**src/rtl/mc_maindec.sv**
```systemverilog
// Multicycle MIPS main control FSM: sequences fetch/decode/execute/memory/writeback
// with a mem_req/mem_ready handshake. Define MC_MAINDEC_PERF_EN for performance counters.
module mc_maindec #(
  parameter int unsigned OP_W            = 6,
  parameter int unsigned CNT_W           = 32,
  parameter bit          HALT_ON_ILLEGAL = 1'b1
) (
  input  logic             clk,
  input  logic             rst_n,
  input  logic [OP_W-1:0]  op,
  input  logic             mem_ready,
  output logic             mem_req,
  output logic             iord,
  output logic             memwrite,
  output logic             irwrite,
  output logic             pcwrite,
  output logic             branch,
  output logic             branch_ne,
  output logic             regdst,
  output logic             memtoreg,
  output logic             regwrite,
  output logic             alusrca,
  output logic [1:0]       alusrcb,
  output logic [1:0]       pcsrc,
  output logic [1:0]       aluop,
  output logic             instr_done,
  output logic             illegal_op,
  output logic [3:0]       state
`ifdef MC_MAINDEC_PERF_EN
  ,
  output logic [CNT_W-1:0] cycle_cnt,
  output logic [CNT_W-1:0] instr_cnt,
  output logic [CNT_W-1:0] stall_cnt
`endif
);

  // Upper opcode bits must be zero for a match.
  localparam logic [OP_W-1:0] OpRtype = OP_W'(6'b000000);
  localparam logic [OP_W-1:0] OpJ     = OP_W'(6'b000010);
  localparam logic [OP_W-1:0] OpBeq   = OP_W'(6'b000100);
  localparam logic [OP_W-1:0] OpBne   = OP_W'(6'b000101);
  localparam logic [OP_W-1:0] OpAddi  = OP_W'(6'b001000);
  localparam logic [OP_W-1:0] OpLw    = OP_W'(6'b100011);
  localparam logic [OP_W-1:0] OpSw    = OP_W'(6'b101011);

  typedef enum logic [3:0] {
    StFetch   = 4'd0,
    StDecode  = 4'd1,
    StMemAdr  = 4'd2,
    StMemRd   = 4'd3,
    StMemWb   = 4'd4,
    StMemWr   = 4'd5,
    StExecute = 4'd6,
    StAluWb   = 4'd7,
    StBranch  = 4'd8,
    StAddiEx  = 4'd9,
    StAddiWb  = 4'd10,
    StJump    = 4'd11,
    StIllegal = 4'd12
  } state_e;

  state_e state_q, state_d;

  always_comb begin
    state_d = state_q;
    case (state_q)
      StFetch:   if (mem_ready) state_d = StDecode;
      StDecode: begin
        case (op)
          OpLw, OpSw:   state_d = StMemAdr;
          OpRtype:      state_d = StExecute;
          OpBeq, OpBne: state_d = StBranch;
          OpAddi:       state_d = StAddiEx;
          OpJ:          state_d = StJump;
          default:      state_d = StIllegal;
        endcase
      end
      StMemAdr:  state_d = (op == OpLw) ? StMemRd : StMemWr;
      StMemRd:   if (mem_ready) state_d = StMemWb;
      StMemWr:   if (mem_ready) state_d = StFetch;
      StExecute: state_d = StAluWb;
      StAddiEx:  state_d = StAddiWb;
      StMemWb, StAluWb, StBranch, StAddiWb, StJump: state_d = StFetch;
      StIllegal: if (!HALT_ON_ILLEGAL) state_d = StFetch;
      default:   state_d = StFetch;
    endcase
  end

  always_ff @(posedge clk or negedge rst_n) begin
    if (!rst_n) state_q <= StFetch;
    else        state_q <= state_d;
  end

  assign state = state_q;

  // Outputs are gated by rst_n so an asserted reset kills any in-flight write at once.
  always_comb begin
    mem_req    = 1'b0;
    iord       = 1'b0;
    memwrite   = 1'b0;
    irwrite    = 1'b0;
    pcwrite    = 1'b0;
    branch     = 1'b0;
    branch_ne  = 1'b0;
    regdst     = 1'b0;
    memtoreg   = 1'b0;
    regwrite   = 1'b0;
    alusrca    = 1'b0;
    alusrcb    = 2'b00;
    pcsrc      = 2'b00;
    aluop      = 2'b00;
    instr_done = 1'b0;
    illegal_op = 1'b0;
    if (rst_n) begin
      case (state_q)
        StFetch: begin
          mem_req = 1'b1;
          alusrcb = 2'b01;
          irwrite = mem_ready;
          pcwrite = mem_ready;
        end
        StDecode: alusrcb = 2'b11;
        StMemAdr: begin
          alusrca = 1'b1;
          alusrcb = 2'b10;
        end
        StMemRd: begin
          mem_req = 1'b1;
          iord    = 1'b1;
        end
        StMemWb: begin
          memtoreg   = 1'b1;
          regwrite   = 1'b1;
          instr_done = 1'b1;
        end
        StMemWr: begin
          mem_req    = 1'b1;
          iord       = 1'b1;
          memwrite   = 1'b1;
          instr_done = mem_ready;
        end
        StExecute: begin
          alusrca = 1'b1;
          aluop   = 2'b10;
        end
        StAluWb: begin
          regdst     = 1'b1;
          regwrite   = 1'b1;
          instr_done = 1'b1;
        end
        StBranch: begin
          alusrca    = 1'b1;
          aluop      = 2'b01;
          pcsrc      = 2'b01;
          branch     = 1'b1;
          branch_ne  = (op == OpBne);
          instr_done = 1'b1;
        end
        StAddiEx: begin
          alusrca = 1'b1;
          alusrcb = 2'b10;
        end
        StAddiWb: begin
          regwrite   = 1'b1;
          instr_done = 1'b1;
        end
        StJump: begin
          pcsrc      = 2'b10;
          pcwrite    = 1'b1;
          instr_done = 1'b1;
        end
        StIllegal: illegal_op = 1'b1;
        default: ;
      endcase
    end
  end

`ifdef MC_MAINDEC_PERF_EN
  always_ff @(posedge clk or negedge rst_n) begin
    if (!rst_n) begin
      cycle_cnt <= '0;
      instr_cnt <= '0;
      stall_cnt <= '0;
    end else begin
      cycle_cnt <= cycle_cnt + CNT_W'(1);
      if (instr_done)            instr_cnt <= instr_cnt + CNT_W'(1);
      if (mem_req && !mem_ready) stall_cnt <= stall_cnt + CNT_W'(1);
    end
  end
`endif

endmodule
```
**config.mk**
```make
export PLATFORM = sky130hd
export DESIGN_NAME = mc_maindec
export DESIGN_NICKNAME = d
export VERILOG_FILES = /design/src/rtl/mc_maindec.sv
export SDC_FILE = /design/constraint.sdc
export NUM_CORES = 1
export LEC_CHECK = 0
export CORE_ASPECT_RATIO = 0.9
export CORE_UTILIZATION = 35
export CTS_BUF_LIST = sky130_fd_sc_hd__clkbuf_2
export DETAILED_ROUTE_END_ITERATION = 12
export PLACE_DENSITY = 0.73
export REMOVE_ABC_BUFFERS = 1
export SKIP_CTS_REPAIR_TIMING = 1
export SYNTH_ARGS = -nofsm -noshare
export SYNTH_HDL_FRONTEND = slang
export SYNTH_SLANG_ARGS = --single-unit
export TNS_END_PERCENT = 20
```
**constraint.sdc**
```tcl
create_clock -name clk -period 2 [get_ports clk]
set_clock_uncertainty 0.2 [all_clocks]
set_input_delay 0.4 -clock clk [delete_from_list [all_inputs] [get_ports clk]]
set_output_delay 0.4 -clock clk [all_outputs]
set_load 0.005 [all_outputs]
```
==> impl_metrics.csv, run 1 <==
group,metric,value,unit
run_status,run_status,"finished with violations",
run_status,violations,"setup timing",
worst_setup_path,crit_type,"register to output port",
timing,relSlewSlack,80.5,%
cts,cts.sinks,4,
placement,io_buffers,31,
floorplanning,die_h,42.6,um
global_route,grt_pass1_vias,778,
detailed_routing,wirelength,2.24,mm
placement,postPlaceCellArea,1170,um2
floorplanning,die_x,47.1,um
worst_setup_path,critPathSlowestCell,"clkdlybuf4s50_1",
detailed_routing,drt-pass1-iter-count,4,
logic_synthesis,syn_avg_cell_area,6.67,um2
cts,cts_buffers,3,
cts,clock-root-buffer,"clkbuf_2",
floorplanning,die_area,2010,um2
floorplanning,rows,14,
logic_synthesis,yosysMostFrequentCell,"nor2_1",
global_route,globalRouteOverflowTotal,0,
timing,rsz0062_at_grt,"yes",
timing,tightest_slew,0.289,ns
cts,htreeDepth,1,
finish,largest_reg_flops,4,
power,ir_drop,686,uV
logic_synthesis,synth_area_leaders,"dfrtp_1 (16%), nor2b_1 (8.8%), a21oi_1 (6.3%)",
power,finalPower,1300,uW
floorplanning,num_io_pins,32,
timing,final.setup.worst_slack,-0.326,ns
global_route,grt_max_degree,11,
power,power_leakage,0.000781,uW
cts,cts_tree,"built",
logic_synthesis,synth_edf_count,0,
logic_synthesis,synth_area,641,um2
power,power.density_cell_area,976,nW/um2
flow_run,cap_violations,0,
detailed_routing,vias,916,
cts,clock_path_buffers,2,
worst_setup_path,cp.required,1.40,ns
logic_synthesis,synth_ff_type,"dfrtp_1",
floorplanning,start_util,37.7,%
logic_synthesis,ys_seq_area_share,15.6,%
detailed_routing,routedWlPerCell,12.4,um
finish,final_layout_size_suffix_gt1_share,36.9,%
global_route,grt_usage,21.8,%
global_route,antenna_found_initial,0,
detailed_routing,vias_per_cell,5.06,
cts,insertion_delay,0.23,ns
timing,slew_violations,0,
worst_setup_path,end_kind,"output port",
placement,gp_congestion,0.811,
hold_path,hold_class,"input pin to asynchronous set/reset pin",
finish,final_cell_area,1330,um2
logic_synthesis,yosysTopAreaCell,"dfrtp_1",
logic_synthesis,synth_common_cells,"nor2_1 (10), nor2b_1 (9), a21oi_1 (8)",
detailed_routing,drc,0,
logic_synthesis,synth-seq-cells,4,
logic_synthesis,synthCells,96,
timing,hold_viol,0,
worst_setup_path,path_max_fanout,5,
worst_setup_path,crit_arrival,1.73,ns
global_route,grt_pass1_wl,3.18,mm
floorplanning,core-area,1700,um2
logic_synthesis,synth_top_area_share,15.6,%
logic_synthesis,netlist-cell-type-count,34,
finish,diodes,0,
timing,final.period_utilization,116,%
detailed_routing,route.antenna.remaining_nets,0,
logic_synthesis,synthArstFlopShare,100,%
timing,fmax,430,MHz
timing,period_needed,2.33,ns
worst_setup_path,slowest_delay,0.49,ns
finish,area_delta_synth_final,108,%
worst_setup_path,crit_chain,"buf_4 > nor2b_2 > buf_6 > and3_1 > clkdlybuf4s50_1",
worst_setup_path,critPathLaunchType,"register",
logic_synthesis,yosysWarnings,0,
placement,dp_hpwl,1.61,mm
finish,layout.nets,168,
cts,clk_pin_slew,0.04,ns
timing,setup_viol,12,
detailed_routing,drtIter0Drc,11,
-- final timing paths --
check | endpoint | slack (ns) | depth (start not counted) | from
worst max-delay path | memwrite | -0.33 | 5 | state[1]$_DFFE_PN0P_
worst min-delay path | state[1]$_DFFE_PN0P_ | 0.02 | 2 | rst_n
worst max register to register | state[2]$_DFFE_PN0P_ | -0.05 | 7 | state[2]$_DFFE_PN0P_
worst min register to register | state[3]$_DFFE_PN0P_ | 0.58 | 3 | state[1]$_DFFE_PN0P_
max in group asynchronous | state[2]$_DFFE_PN0P_ | 1.45 | 2 | rst_n
min in group clk | state[0]$_DFFE_PN0P_ | 0.57 | 6 | mem_ready
-- power by group --
part / switching, uW / internal [uW]
logic: 432 / 610
clock network: 39.6 / 40.2
registers: 60.1 / 117
total: 531 / 767
-- layout make-up --
| class | instances | area [um2] |
|---|---|---|
| repair buffers | 67 | 618 |
| well taps | 24 | 30.0 |
| inverters | 3 | 11.3 |
| fillers | 134 | 368 |
| flip-flops and latches | 4 | 103 |
| multi-input cells | 80 | 554 |
| clock buffers | 3 | 15.0 |
-- logic make-up (layout without fill, tap and decap cells) --
family | after synthesis | in the layout | synth area share [%]
simple gates | 54 | 54 | 47.1
flops | 4 | 4 | 15.6
mux | 1 | 1 | 1.56
xor+xnor | 2 | 2 | 2.73
buf+inv | 12 | 73 | 10.7
compound gates | 23 | 23 | 22.3
-- through the flow --
stage               cells  setup WS (ns)  utilization [%]  hold WS (ns)  TNS, ns
finish                181         -0.326             78.4        0.0239    -2.12
CTS                   178         -0.612             69.8         0.346    -8.29
global placement      175         -0.573             68.9         0.485    -7.86
detailed placement    175         -0.612             68.9         0.486    -8.13
global route          181         -0.398             78.4       0.00300    -3.64
floorplan              87        -0.0695                -       -0.0956  -0.0695
-- cells in the final DEF (no fill, tap or decap), types with 3 or more instances in the layout --
master           instances
nor2b_1                  5
inv_1                    3
o21ai_0                  3
clkbuf_2                 4
buf_4                   32
buf_6                    4
a21oi_1                  8
dlymetal6s2s_1          15
nand3_1                  3
and3_1                   3
nand2b_1                 3
nor3_1                   4
nor2_1                  10
nand2_1                  6
clkdlybuf4s50_1         13
-- per-layer routing --
layer  routed length [um]  vias up  GRT usage, %
li1                     -      462             -
met1                  905      423          25.5
met2                 1230       26          37.8
met3                   71        5          3.88
met4                   40        0          8.57
met5                    0        -             0
-- worst max-delay path: cells and delay by family, from the launching register on --
family | cells | cell delay (ns)
DFF | 1 | 0.42
buffers and inverters | 3 | 0.78
and+or+nand+nor | 2 | 0.29
Power figures use the tool's default switching activity.
==> run 2, diff against run 1 <==
- CTS_CLUSTER_SIZE: not set -> 12
==> results of run 2 <==
Same layout as run 1: the final DEF is identical, and so are final timing and power.
